==> src/rtl/sdram_arbiter.sv <==
// Purpose: two-port round-robin request arbiter with periodic auto-refresh injection in front of the SDRAM sequencer.
// Latency: request sampled in IDLE -> sdr_req next cycle; sdr_ack -> port ack next cycle; 3-cycle minimum turnaround.
// Backpressure: one command in flight; sdr_req and sdr_* are held until sdr_ack, and ports wait on level req until their ack.
//
// Ports:
//   clk_100m, rst_n           : clock, async active-low reset
//   pN_req/we/addr/wdata      : level request from port N (0 = CPU, 1 = display/DMA), held until pN_ack
//   pN_ack, pN_rdata          : one-cycle completion pulse; rdata valid with ack and held until the next ack
//   sdr_req/ref/we/addr/wdata : latched command to sequencer, held until sdr_ack
//   sdr_ack, sdr_rdata        : completion pulse and read data from sequencer
//   ref_overrun               : sticky, refresh interval expired while the previous refresh was still pending
module sdram_arbiter #(
    parameter int REF_CYCLES = 1560,
    parameter int ADDR_W     = 24
) (
    input  logic              clk_100m,
    input  logic              rst_n,
    input  logic              p0_req,
    input  logic              p0_we,
    input  logic [ADDR_W-1:0] p0_addr,
    input  logic [15:0]       p0_wdata,
    output logic              p0_ack,
    output logic [15:0]       p0_rdata,
    input  logic              p1_req,
    input  logic              p1_we,
    input  logic [ADDR_W-1:0] p1_addr,
    input  logic [15:0]       p1_wdata,
    output logic              p1_ack,
    output logic [15:0]       p1_rdata,
    output logic              sdr_req,
    output logic              sdr_ref,
    output logic              sdr_we,
    output logic [ADDR_W-1:0] sdr_addr,
    output logic [15:0]       sdr_wdata,
    input  logic              sdr_ack,
    input  logic [15:0]       sdr_rdata,
    output logic              ref_overrun
);

    localparam int CNT_W = (REF_CYCLES > 1) ? $clog2(REF_CYCLES) : 1;
    localparam logic [CNT_W-1:0] CNT_MAX = CNT_W'(REF_CYCLES - 1);

    typedef enum logic [1:0] {IDLE, BUSY, DONE} state_t;
    typedef enum logic [1:0] {OWN_P0, OWN_P1, OWN_REF} owner_t;

    state_t           state, state_nxt;
    owner_t           owner;
    logic [CNT_W-1:0] ref_cnt;
    logic             ref_wrap;
    logic             ref_pend;
    logic             last_p1;     // 1 = port 1 served last, so port 0 wins the next tie
    logic             grant_p0, grant_p1, grant_ref;
    logic             cmd_done;
    logic             ref_done;

    assign ref_wrap = (ref_cnt == CNT_MAX);
    assign cmd_done = (state == BUSY) && sdr_ack;   // acks outside BUSY are ignored
    assign ref_done = cmd_done && (owner == OWN_REF);

    // Free-running refresh timer; a single pending flag, no queuing of missed refreshes.
    always_ff @(posedge clk_100m or negedge rst_n) begin
        if (!rst_n) begin
            ref_cnt     <= '0;
            ref_pend    <= 1'b0;
            ref_overrun <= 1'b0;
        end else begin
            ref_cnt <= ref_wrap ? '0 : ref_cnt + CNT_W'(1);
            if (ref_wrap) begin
                // Set takes priority over a same-cycle clear.
                ref_pend <= 1'b1;
                if (ref_pend) begin
                    ref_overrun <= 1'b1;
                end
            end else if (ref_done) begin
                ref_pend <= 1'b0;
            end
        end
    end

    always_ff @(posedge clk_100m or negedge rst_n) begin
        if (!rst_n) begin
            state <= IDLE;
        end else begin
            state <= state_nxt;
        end
    end

    always_comb begin
        state_nxt = state;
        grant_p0  = 1'b0;
        grant_p1  = 1'b0;
        grant_ref = 1'b0;
        case (state)
            IDLE: begin
                if (ref_pend) begin
                    grant_ref = 1'b1;
                end else if (p0_req && p1_req) begin
                    grant_p0 = last_p1;
                    grant_p1 = !last_p1;
                end else begin
                    grant_p0 = p0_req;
                    grant_p1 = p1_req;
                end
                if (grant_ref || grant_p0 || grant_p1) begin
                    state_nxt = BUSY;
                end
            end
            BUSY: begin
                if (sdr_ack) begin
                    state_nxt = DONE;
                end
            end
            // Gap cycle lets a requester that just saw its ack drop req before re-arbitration.
            DONE:    state_nxt = IDLE;
            default: state_nxt = IDLE;
        endcase
    end

    always_ff @(posedge clk_100m or negedge rst_n) begin
        if (!rst_n) begin
            owner     <= OWN_P0;
            last_p1   <= 1'b1;
            sdr_req   <= 1'b0;
            sdr_ref   <= 1'b0;
            sdr_we    <= 1'b0;
            sdr_addr  <= '0;
            sdr_wdata <= '0;
            p0_ack    <= 1'b0;
            p1_ack    <= 1'b0;
            p0_rdata  <= '0;
            p1_rdata  <= '0;
        end else begin
            p0_ack <= 1'b0;
            p1_ack <= 1'b0;

            if (grant_ref) begin
                // Address/data are don't-care downstream for refresh, so they are left as they were.
                sdr_req <= 1'b1;
                sdr_ref <= 1'b1;
                sdr_we  <= 1'b0;
                owner   <= OWN_REF;
            end else if (grant_p0) begin
                sdr_req   <= 1'b1;
                sdr_ref   <= 1'b0;
                sdr_we    <= p0_we;
                sdr_addr  <= p0_addr;
                sdr_wdata <= p0_wdata;
                owner     <= OWN_P0;
            end else if (grant_p1) begin
                sdr_req   <= 1'b1;
                sdr_ref   <= 1'b0;
                sdr_we    <= p1_we;
                sdr_addr  <= p1_addr;
                sdr_wdata <= p1_wdata;
                owner     <= OWN_P1;
            end

            if (cmd_done) begin
                sdr_req <= 1'b0;
                sdr_ref <= 1'b0;
                // rdata is captured for writes too; its value is simply meaningless then.
                case (owner)
                    OWN_P0: begin
                        p0_rdata <= sdr_rdata;
                        p0_ack   <= 1'b1;
                        last_p1  <= 1'b0;
                    end
                    OWN_P1: begin
                        p1_rdata <= sdr_rdata;
                        p1_ack   <= 1'b1;
                        last_p1  <= 1'b1;
                    end
                    default: ;   // refresh leaves the round-robin pointer alone
                endcase
            end
        end
    end

endmodule
==> config.mk <==
export PLATFORM = sky130hd
export DESIGN_NAME = sdram_arbiter
export DESIGN_NICKNAME = d
export VERILOG_FILES = /design/src/rtl/sdram_arbiter.sv
export SDC_FILE = /design/constraint.sdc
export NUM_CORES = 1
export LEC_CHECK = 0
export CAP_MARGIN = 15
export CORE_ASPECT_RATIO = 0.7
export CORE_MARGIN = 2
export CORE_UTILIZATION = 52
export DETAILED_ROUTE_END_ITERATION = 8
export DONT_BUFFER_PORTS = 1
export PLACE_DENSITY = 0.79
export SLEW_MARGIN = 5
export SYNTH_ARGS = -nofsm -noshare
export SYNTH_HDL_FRONTEND = slang
export SYNTH_SLANG_ARGS = --single-unit
==> constraint.sdc <==
create_clock -name clk_100m -period 1.5 [get_ports clk_100m]
set_clock_uncertainty 0.1 [all_clocks]
set_input_delay 0.075 -clock clk_100m [delete_from_list [all_inputs] [get_ports clk_100m]]
set_output_delay 0.075 -clock clk_100m [all_outputs]
set_load 0.03 [all_outputs]
==> summary.md <==
| Metric | Value |
|---|---|
| Post-route insts no fill | 604 |
| Vias in the first global route | 3693 |
| Min-Delay Path Class | in2async |
| H-tree depth | 3 |
| WL/cell | 20.7 um |
| Post-route DRC | 0 |
| Synth Register Bits | 95 |
| Num Clock Sinks | 95 |
| Post-layout util | 79.2% |
| Critical R2R Launch | state[1] |
| Worst setup path end | sdr_wdata[5] |
| Maximum vdd drop | 1530 uV |
| Final setup margin | -0.163 ns |
| Max Freq | 601 MHz |
| R2R Path End | sdr_wdata[5] |
| Synth Cell Area | 3970 um2 |
| CTS Buffer Depth | 2 |
| Final-report hold violation count | 95 |
| Core area | 7350 um2 |
| Final Cycle Share | 111% |
| Cell variety after synth | 35 |
| Register area share after synthesis | 59.9% |
| CTS tree | done |
| Cells after DPL | 475 |
| Detail Route Antenna Nets | 0 |
| Failing checks | hold timing, setup timing |
| R2r setup slk | -0.16 ns |
| Clk_lat worst skew | 0.36 ns |
| Grt total ovfl | 0 |
| CTS Buf Count | 9 |
| Status | complete, but fails checks |
| Tot GR Track Use | 28.4% |
| RSZ-0062 raised after global routing | yes |
| Worst hold slack | -0.703 ns |
| CP arrival | 1.80 ns |
| DR iter-0 viols | 250 |
| Worst slew margin | 75.2% |
| Min Tclk post-route | 1.66 ns |
| Root Driver | clkbuf_8 |
| Slew Limit Fails | 0 |
| # nets final | 606 |
| Initial antenna violation count | 0 |
| Die Area | 8370 um2 |
| First-pass GRT wire length | 18.2 mm |
| Routability cong. | 0.783 |
| FILL cells | 413 |
| Synthesized instance count | 376 |
| Port bufs | 0 |
| Die X | 108 um |
| Leakage | 0.00252 uW |
| # IOs | 181 |
| Layout area overhead | 46.5% |
| Worst-path maximum fanout | 7 |
| Total number of vias | 3529 |
| CTS clock-pin slew for the worst setup and hold paths | 0.09 ns |
| CP required | 1.63 ns |
| Post-Syn Area per Cell | 10.6 um2 |
| Die Ht | 77.1 um |
| Diodes inserted | 0 |
| Setup TNS | -9.20 ns |
| Starting Density | 54.1% |
| Largest net degree at the start of global routing | 96 |
| Dpl hpwl | 5.99 mm |
| Max-cap viol count | 0 |
| Worst Max-Slew Pin Slew | 0.371 ns |
| TritonRoute pass-1 iters | 4 |
| Endpoints failing setup | 81 |
| Via density | 5.84 |
| R2R cell count | 6 |
| Yosys Warn Count | 0 |
| Core Rows | 26 |
| Setup CP Type | reg2reg |
| DP Worst Slack | -0.127 ns |
| CP Launch Type | register |
| Total Wirelength | 12.5 mm |
| Worst Setup SP | state[1] |
| Fraction of layout cells with a size suffix above 1 | 21.5% |
| Setup crit end kind | register |
| Pwr per Cell Area | 2130 nW/um2 |
| Synthesized Nets | 480 |
-- flip-flops by register name, indices dropped and copies added, names as in the netlist --
signal,cells
state,2
sdr_we,1
p0_ack,1
p1_rdata,16
ref_cnt,11
last_p1,1
sdr_wdata,16
sdr_addr,24
p1_ack,1
sdr_req,1
ref_overrun,1
owner,2
ref_pend,1
sdr_ref,1
p0_rdata,16
-- cells by family after synthesis --
group / Yosys count / synth area share (%)
simple gates: 161 / 17.5
flops: 95 / 59.9
compound gates: 51 / 8.06
mux: 33 / 9.35
buf+inv: 26 / 2.93
xor+xnor: 9 / 1.98
fa+ha+maj: 1 / 0.315
-- layout by cell type (no fill, tap or decap), types with 2 or more instances in the layout --
master	count
dlygate4sd3_1	101
dfrtp_1	94
nand2_1	83
nor2_1	43
a31oi_1	35
mux2_2	24
buf_4	17
clkbuf_8	11
nor2_2	10
mux2_4	9
nand3_1	7
buf_12	7
inv_1	6
xor2_1	5
buf_6	5
xnor2_1	4
a31oi_4	4
o21ai_0	3
nand4_1	2
nor3_4	2
a21oi_1	2
a21o_1	2
buf_16	2
clkbuf_16	2
-- per-layer routing --
layer	GRT usage [%]	part of all wire [%]
met5	0	0
met4	12.2	3.2
met3	9.01	7.9
met2	48.3	52
met1	33.1	37
-- cells in the mapped netlist --
cell type  count  area (um2)
a21oi_1        2        10.0
nor2_2         1        6.26
buf_6          1        11.3
buf_2          9        45.0
nor2b_1        2        12.5
nand3b_1       1        7.51
nor3_4         2        32.5
a31oi_1       40         250
o21ai_0        4        20.0
a311oi_1       1        8.76
nor4_4         1        21.3
or2_1          1        6.26
xnor2_1        4        35.0
mux2_2        33         372
nor2_1        53         199
a22o_1         1        8.76
dfstp_2        1        26.3
nor3_1         1        5.00
ha_1           1        12.5
clkbuf_1       9        33.8
nand4_1        2        12.5
inv_1          6        22.5
and3_1         1        6.26
or4_1          1        7.51
a21o_1         2        15.0
dfrtp_1       94        2350
nor4_1         1        6.26
nand2b_1       2        12.5
xor2_1         5        43.8
o21bai_1       1        7.51
buf_1          1        3.75
nor3b_1        1        7.51
nand2_1       83         312
nand2_2        1        6.26
nand3_1        7        35.0
-- worst max-delay path, stage by stage (launching register included) --
cell       delay [ns]
dfrtp_1          0.41
or2_4            0.28
nor3_4           0.16
buf_6            0.18
buf_6            0.15
clkbuf_16        0.16
a31oi_1          0.09
-- area by class of cell --
class                      count  area [um2]  share of cell area (%)
clock buffer                  12         155                    2.66
clock inverter                 3        42.5                   0.731
inverter                       6        22.5                   0.387
multi-input combinational    255        1650                    28.3
sequential                    95        2380                    40.8
tap                           98         123                    2.11
timing repair buffer         135        1460                    25.0
-- worst min path at each step --
stage              endpoint  slack (ns)  cells after the start
5_1_grt        sdr_addr[23]       -0.73                      0
4_1_cts         p0_rdata[2]       -0.71                      0
2_1_floorplan      owner[0]       -0.32                      0
3_5_place_dp    p0_rdata[2]       -0.32                      0
3_3_place_gp    p0_rdata[0]       -0.32                      0
6_report       sdr_addr[23]       -0.70                      0
-- timing repair --
item,CTS,global route
pin swaps,3,9
hold endpoints to repair,171,97
resized for setup,21,24
setup buffers,6,2
hold buffers,100,1
setup endpoints to repair,81,83
cloned,3,4
-- stage by stage --
stage | total power [uW] | area, um2
2_1_floorplan | 8480 | 4030
3_3_place_gp | 9000 | 4230
3_5_place_dp | 9210 | 4230
4_1_cts | 11700 | 5630
5_1_grt | 12900 | 5820
6_report | 12400 | 5820
-- power by group --
group          internal [uW]  switching [uW]  leakage (uW)
registers               3640            2910       0.00112
logic                   2150            1980       0.00130
clock network            852             853     0.0000985
No activity file was read; power rests on OpenSTA's default activity.
